<file path="src/rtl/seg7_scan_ctrl.sv">
// Scans NUM_DIGITS shadowed BCD digits onto one shared 7-seg decoder with dead time between digits.
// All outputs registered; no backpressure. A digit's code and blanking status are snapshotted when its BLANK dwell starts.
module seg7_scan_ctrl #(
  parameter int NUM_DIGITS  = 4,
  parameter int REFRESH_DIV = 50000,
  parameter int DEAD_CYCLES = 2,
  parameter int CNT_W       = 16
) (
  input  logic                    clk,
  input  logic                    rst_n,
  input  logic                    en,
  input  logic                    load,
  input  logic [4*NUM_DIGITS-1:0] digits_in,
  input  logic                    blank_lz,
  output logic [3:0]              bcd_out,
  input  logic [6:0]              seg_in,
  output logic [6:0]              seg_out,
  output logic [NUM_DIGITS-1:0]   an_out,
  output logic                    frame_done,
  output logic                    err
);

  localparam int IDX_W = $clog2(NUM_DIGITS);
  localparam logic [CNT_W-1:0] BLANK_LAST = CNT_W'(DEAD_CYCLES - 1);
  localparam logic [CNT_W-1:0] DRIVE_LAST = CNT_W'(REFRESH_DIV - 1);
  localparam logic [IDX_W-1:0] LAST_IDX   = IDX_W'(NUM_DIGITS - 1);
  localparam logic [6:0]       SEG_DASH   = 7'b0000001;

  typedef enum logic {BLANK, DRIVE} state_t;

  state_t                  state_q, state_d;
  logic [CNT_W-1:0]        cnt_q, cnt_d;
  logic [IDX_W-1:0]        idx_q, idx_d;
  logic [4*NUM_DIGITS-1:0] shadow_q;
  logic [3:0]              code_q;
  logic                    lz_q;
  logic                    snap_en;
  logic [3:0]              snap_code;
  logic                    snap_lz;
  logic [NUM_DIGITS-1:0]   an_d;
  logic [6:0]              seg_d;
  logic                    frame_d;
  logic                    err_d;

  always_comb begin
    err_d = 1'b0;
    for (int i = 0; i < NUM_DIGITS; i++) begin
      if (shadow_q[4*i +: 4] > 4'd9) err_d = 1'b1;
    end
  end

  // Snapshot of the digit about to be scanned: raw code and "all digits from here up are zero".
  always_comb begin
    snap_code = 4'd0;
    snap_lz   = (idx_d != '0);
    for (int i = 0; i < NUM_DIGITS; i++) begin
      if (IDX_W'(i) == idx_d) snap_code = shadow_q[4*i +: 4];
      if (IDX_W'(i) >= idx_d && shadow_q[4*i +: 4] != 4'd0) snap_lz = 1'b0;
    end
  end

  always_comb begin
    state_d = state_q;
    cnt_d   = cnt_q + CNT_W'(1);
    idx_d   = idx_q;
    an_d    = an_out;
    seg_d   = seg_out;
    frame_d = 1'b0;
    snap_en = 1'b0;
    if (!en) begin
      // Idle dark; keep digit 0 snapshot fresh so a restart shows the current shadow.
      state_d = BLANK;
      cnt_d   = '0;
      idx_d   = '0;
      an_d    = '1;
      seg_d   = 7'd0;
      snap_en = 1'b1;
    end else begin
      case (state_q)
        BLANK: begin
          if (cnt_q == BLANK_LAST) begin
            state_d     = DRIVE;
            cnt_d       = '0;
            an_d        = '1;
            an_d[idx_q] = 1'b0;
            if (code_q > 4'd9)        seg_d = SEG_DASH;
            else if (blank_lz && lz_q) seg_d = 7'd0;
            else                       seg_d = seg_in;
          end
        end
        DRIVE: begin
          if (cnt_q == DRIVE_LAST) begin
            state_d = BLANK;
            cnt_d   = '0;
            idx_d   = (idx_q == LAST_IDX) ? '0 : idx_q + IDX_W'(1);
            an_d    = '1;
            seg_d   = 7'd0;
            frame_d = (idx_q == LAST_IDX);
            snap_en = 1'b1;
          end
        end
        default: begin
          state_d = BLANK;
          cnt_d   = '0;
        end
      endcase
    end
  end

  always_ff @(posedge clk or negedge rst_n) begin
    if (!rst_n) begin
      state_q    <= BLANK;
      cnt_q      <= '0;
      idx_q      <= '0;
      shadow_q   <= '0;
      code_q     <= 4'd0;
      lz_q       <= 1'b0;
      bcd_out    <= 4'd0;
      seg_out    <= 7'd0;
      an_out     <= '1;
      frame_done <= 1'b0;
      err        <= 1'b0;
    end else begin
      state_q    <= state_d;
      cnt_q      <= cnt_d;
      idx_q      <= idx_d;
      seg_out    <= seg_d;
      an_out     <= an_d;
      frame_done <= frame_d;
      err        <= err_d;
      if (load) shadow_q <= digits_in;
      if (snap_en) begin
        code_q  <= snap_code;
        lz_q    <= snap_lz;
        bcd_out <= (snap_code > 4'd9) ? 4'd0 : snap_code;
      end
    end
  end

endmodule

</file>
<file path="config.mk">
export PLATFORM = sky130hd
export DESIGN_NAME = seg7_scan_ctrl
export DESIGN_NICKNAME = d
export VERILOG_FILES = /design/src/rtl/seg7_scan_ctrl.sv
export SDC_FILE = /design/constraint.sdc
export NUM_CORES = 1
export LEC_CHECK = 0
export ABC_AREA = 1
export ABC_CLOCK_PERIOD_IN_PS = 1700
export CAP_MARGIN = 0
export CORE_MARGIN = 2
export CORE_UTILIZATION = 48
export DETAILED_ROUTE_END_ITERATION = 7
export GPL_TIMING_DRIVEN = 0
export PLACE_DENSITY = 0.85
export REMOVE_ABC_BUFFERS = 1
export SLEW_MARGIN = 20
export SYNTH_ARGS = -nofsm -noshare
export SYNTH_HDL_FRONTEND = slang
export SYNTH_SLANG_ARGS = --single-unit
export TNS_END_PERCENT = 5
</file>
<file path="constraint.sdc">
create_clock -name clk -period 1.7 [get_ports clk]
set_input_delay 0.425 -clock clk [delete_from_list [all_inputs] [get_ports clk]]
set_output_delay 0.425 -clock clk [all_outputs]
set_load 0.03 [all_outputs]
</file>
-- Word-level counts from Yosys, hierarchy flattened
Index checks and enable logic that the tools add are counted.
- word-level logic and storage cells: 91
- bits in read-only memories: 0
- memories: 0
- input bits: 28
- register bits: 57
- output and inout port bits: 17
- memory bits (writable): 0
- bits in latches: 0
- mux-type cells: 43
- order comparisons: 12
- eq/ne operators: 8
- reduce and logical (&&, ||, !) cells: 13
- divide/modulo/power cells: 0
- add/sub/neg operators: 2
- shift-type cells: 0
- bitwise operators: 2
- $mul: 0
- operators by type and width (cell ; number):
    $mux 16 ; 3
    $mux 7 ; 5
    $mux 4 ; 8
    $pmux 16 s2 ; 1
    $gt 4x4->1 const B ; 6
    $mux 1 ; 18
    $add 16x1->16 const B ; 1
    $eq 16x1->1 const B ; 1
    $eq 16x16->1 const B ; 1
    $reduce_bool 4->1 ; 4
    $pmux 7 s2 ; 1
    $mux 2 ; 4
    $pmux 4 s2 ; 1
    $logic_and 1x1->1 ; 6
    $eq 2x2->1 const A ; 2
    $ge 1x2->1 const A ; 2
    $ge 2x2->1 const A ; 2
    $not 4->4 ; 1
    $lt 2x3->1 const B ; 1
    $ne 3x2->1 const B ; 1
    $ne 3x3->1 const B ; 1
    $add 2x1->2 const B ; 1
    $demux 1 s2 ; 1
    $eq 1x2->1 const A ; 1
    7 further kinds ; 7

-- Longest topological paths before layout
- depth after elaboration: 12
- mapped depth: 16
- depth with buffers taken out: 16

-- Worst setup path after synthesis
OpenSTA, ideal clock, no wires.
- path kind: register to register
- start: reg cnt_q[0]
- end: reg bcd_out[0]
- stages on the path, launching flop included: 17
- data arrival time: 1.704 ns
- clock period less this slack: 1.821 ns
- data required time: 1.583 ns
- slack: -0.121 ns
- path buffers: 0
- cell sequence: dfrtp_1 -> ha_1 -> nand2_2 -> nor2_2 -> nand2_1 -> nor2_2 -> nand2_2 -> nand2_2 -> nand3_4 -> nor2_4 -> inv_2 -> nor2_2 -> nor2_1 -> nand2_1 -> nand2_1 -> nand2_1 -> nand2_1
- cells in the longest elaborated chain, start to end: 11
- RTL lines (item ; line ; source):
    start: declaration ; 32 ; logic [CNT_W-1:0] cnt_q, cnt_d;
    start signal: assignment ; 125 ; cnt_q <= cnt_d;
    $eq 16x16->1 * ; 92 ; if (cnt_q == DRIVE_LAST) begin
    $mux 2 ; 92 ;
    $mux 2 ; 79 ; case (state_q)
    $mux 2 ; 70 ; if (!en) begin
    $logic_not 2->1 ; 57 ; if (IDX_W'(i) == idx_d) snap_code = shadow_q[4*i +: 4];
    $mux 4 (4 in series) ; 57 ;
    $gt 4x4->1 ; 135 ; bcd_out <= (snap_code > 4'd9) ? 4'd0 : snap_code;
    $mux 4 ; 135 ;
    end signal: assignment ; 135 ;
    end: declaration ; 15 ; output logic [3:0] bcd_out,
Mark *: on every way between the ends. The rest lies on a longest branch, timed or not.
A chain may end at the register's enable or synchronous reset.

-- Final worst setup path
- start: reg cnt_q[5]
- end: reg an_out[3]
- cells in the longest elaborated chain, start to end: 3
- RTL lines (item ; line ; source):
    $eq 16x1->1 or $eq 16x16->1 (tied branches) ; 81, 92 ;
    $ne 3x3->1 (no source line) or $ne 3x2->1 (tied branches) ; - ;
    $reduce_and 2->1 (no source line) * ; - ;
    end signal: assignment ; 128 ; an_out <= an_d;
    end: declaration ; 18 ; output logic [NUM_DIGITS-1:0] an_out,
Marked as above.

==> summary.md <==
| Metric | Value |
|---|---|
| EDFF count, synth | 0 |
| Post-placement cell area | around 3200 um2 |
| Total Power | around 2900 uW |
| Via-to-Cell Ratio | approximately 5.3 |
| Mean post-synth cell area | 9.08 um2 |
| DRT antenna net count | 0 |
| Outcome | finished, violations left |
| Largest net degree at the start of global routing | between 50 and 60 |
| Die height | about 80 um |
| Flop2flop setup slack | -0.39 ns |
| Clock Latency Late Sink | 0.31 ns |
| Clock tree sinks | 56 |
| GRT Total Usage | 0.203 |
| Post-Synthesis Cells | 302 |
| Worst vdd ir | between 0.0005 and 0.0006 V |
| Die ar. | 6330 um2 |
| Initial antenna violation count | 0 |
| Reg clk slew, reported paths | roughly 0.09 ns |
| Routed vias | approximately 2300 |
| Synth Area in XOR/XNOR | 0.00319 |
| Synthesized cell area | ~2700 um2 |
| Crit. End Element | register |
| Top cells by area, synth | dfrtp_1 47%, nand2_1 6.3%, nor2_1 5.1% |
| CTS tree | yes |
| Placed cell count | between 400 and 500 |
| Post-Synth Simple-Gate Area | 0.262 |
| Leakage | 0.00155 uW |
| Worst slew pin tran | 0.713 ns |
| Fmax | between 400 and 500 MHz |
| Failing checks | negative setup slack |
| Pwr dens | 824 nW/um2 |
| Number of unique standard cell types used by synthesis | 37 |
| Layout overhead on the synthesized area | 29.8% |
| Core Region | 5510 um2 |
| Period utilization | 1.23 |
| CTS Buf Count | 5 |
| Class of the worst hold path | in2async |
| Clock root buffer | clkbuf_8 |
| Final hold violation count | 0 |
| Die Width | between 70 and 80 um |
| Layout cells sized above 1 | 0.205 |
| H-tree depth | 2 |
| Post-synth top area share | 0.475 |
| Drc violations | 0 |
| CTS max path bufs | 2 |
| I/O Buffers | 44 |
| FFs w/ async S/R, synth | 1.00 |
| Initial core utilization | 0.498 |
| MaxCap Viol Count | 0 |
| Area leader, netlist | dfrtp_1 |
| Synth Warn # | 0 |
| Worst EP required | 1.93 ns |
| Cell area after layout | between 3000 and 4000 um2 |
| RePlAce Congestion | 0.855 |
| Cts hold-fix bufs | 0 |
| Compound-cell area share of the yosys netlist | 0.0917 |
| Fin. max-slew vios | 0 |
| Drt first pass iters | 4 |
| Post-Place Setup Slack | -1.28 ns |
| Grt ovf | 0 |
| Ys flop type | dfrtp_1 |
| Final WS setup | -0.387 ns |
| Seq/Total Area, Yosys | 0.513 |
| Worst Setup Start Kind | register |
| Clock skew | 0.00899 ns |
| Half-perimeter wire length after placement | between 3000 and 4000 um |
| Post-synthesis mux area share | 0.0452 |
| FILL cells | 443 |
| Routed WL | slightly above 6000 um |
| Critical path type | reg2reg |
| Setup-failing EPs final | 32 |
| Vias in the first global route | 2286 |
| First-pass GRT wire length | 10100 um |
| Routed len/inst | 14.0 um |
| Final Non-Filler Cells | between 400 and 500 |
| CP arrival | approximately 2.3 ns |
| Largest family of logic cells by synthesized area | simple AND/OR/NAND/NOR gates |
| I/O Pins | 45 |
| CP Max Fanout | 9 |
| Adder-cell share of the synthesized area | 0.0274 |
| Max_slew headroom | 0.523 |
| Drt first-iter violations | between 90 and 100 |
| FP Rows | 27 |
| RSZ-0062 raised after global routing | true |
| # nets final | 398 |
| Minimum clock period | approximately 2.1 ns |
| Seq cells post-synth | 56 |
[final timing paths]
kind                            start          end  cells after the start
setup / recovery             cnt_q[5]    an_out[3]                      9
hold / removal                  rst_n  shadow_q[8]                      1
setup reg to reg             cnt_q[5]    an_out[3]                      9
hold reg to reg            bcd_out[0]   bcd_out[0]                      2
max in group asynchronous       rst_n    cnt_q[13]                      1
min in group clk           bcd_out[0]   bcd_out[0]                      2
[registers in the layout, summed over array words and instances, names as in the netlist]
register and cells:
frame_done 1, bcd_out 4, lz_q 1, seg_out 7, idx_q 2, an_out 4
shadow_q 16, code_q 3, cnt_q 16, state_q 1, err 1
[area by class of cell]
class	count	area, um2	area share
timing repair buffer	58	541	0.152
inverter	33	128	0.0359
clock buffer	6	82.6	0.0232
antenna	1	2.50	0.000703
sequential	56	1410	0.395
tap	72	90.1	0.0253
multi-input combinational	210	1300	0.365
clock inverter	2	10.0	0.00281
[placed cells by master, fill, tap and decap left out, types with 3 or more instances in the layout]
cell and count:
dfrtp_1 52, nand2_1 44, nor2_1 36, inv_1 27
clkdlybuf4s50_1 25, nand3_1 18, a21oi_1 15, dlygate4sd2_1 15
o21ai_0 13, buf_4 13, mux2_2 11, nor3_1 8
nor2_2 6, o21ai_1 6, clkbuf_8 6, ha_1 5
inv_2 4, nand4_1 4, nand2_2 4, nand2_8 4
dfstp_2 4, nor2_4 3, nor3_2 3, nand2_4 3
nor4_1 3, nand3_2 3, a31oi_1 3, clkdlybuf4s15_1 3
[metrics by stage]
step                 util  setup TNS (ns)  hold slack [ns]
detailed placement  0.588          -30.08            0.469
floorplan               -           -9.05            0.129
global route        0.646          -14.94            0.200
global placement    0.588         -105.89            0.465
finish              0.646          -10.80            0.159
CTS                 0.636           -7.14            0.180
[what timing repair did]
item | 4_1_cts | 5_1_grt
cloned | 3 | 1
gates resized for setup | 30 | 8
setup endpoints to repair | 50 | 36
pin swaps | 5 | 2
buffers inserted | 12 | 2
[Yosys cell counts (4+ instances only)]
| cell | instances |
|---|---|
| dfrtp_1 | 52 |
| nand2_1 | 46 |
| nor2_1 | 37 |
| inv_1 | 28 |
| nand3_1 | 19 |
| a21oi_1 | 16 |
| o21ai_0 | 13 |
| mux2_2 | 11 |
| nor3_1 | 8 |
| ha_1 | 6 |
| nand2_2 | 6 |
| nor2_2 | 6 |
| o21ai_1 | 6 |
| dfstp_2 | 4 |
| inv_2 | 4 |
| nand4_1 | 4 |
[worst max-delay path, cell delays in order (launching register included)]
cell and delay (ns):
dfrtp_1 0.41, inv_1 0.13, nand2_1 0.11, nor3_1 0.22, nand4_1 0.11, nor3_1 0.36, nand2_4 0.25, nand2_8 0.18
nor2_1 0.05, a41oi_1 0.16
[report_power, final]
part | internal (uW) | total (uW) | switching, uW
Sequential | 1450 | 1520 | 73.1
Combinational | 265 | 674 | 409
Clock | 326 | 737 | 411
Total | 2040 | 2930 | 892
[cells by family after synthesis]
logic type	count (synthesis)
buf+inv	40
compound gates	45
fa+ha+maj	6
simple gates	143
mux	11
flops	56
xor+xnor	1
[routing by layer]
layer / vias to the layer above / wire length [um] / global-route usage
li1: 1142 / - / -
met1: 1107 / 2630 / 0.250
met2: 57 / 3090 / 0.341
met3: 13 / 305 / 0.0509
met4: 0 / 113 / 0.0810
met5: - / 0 / 0
Power figures use the tool's default switching activity.
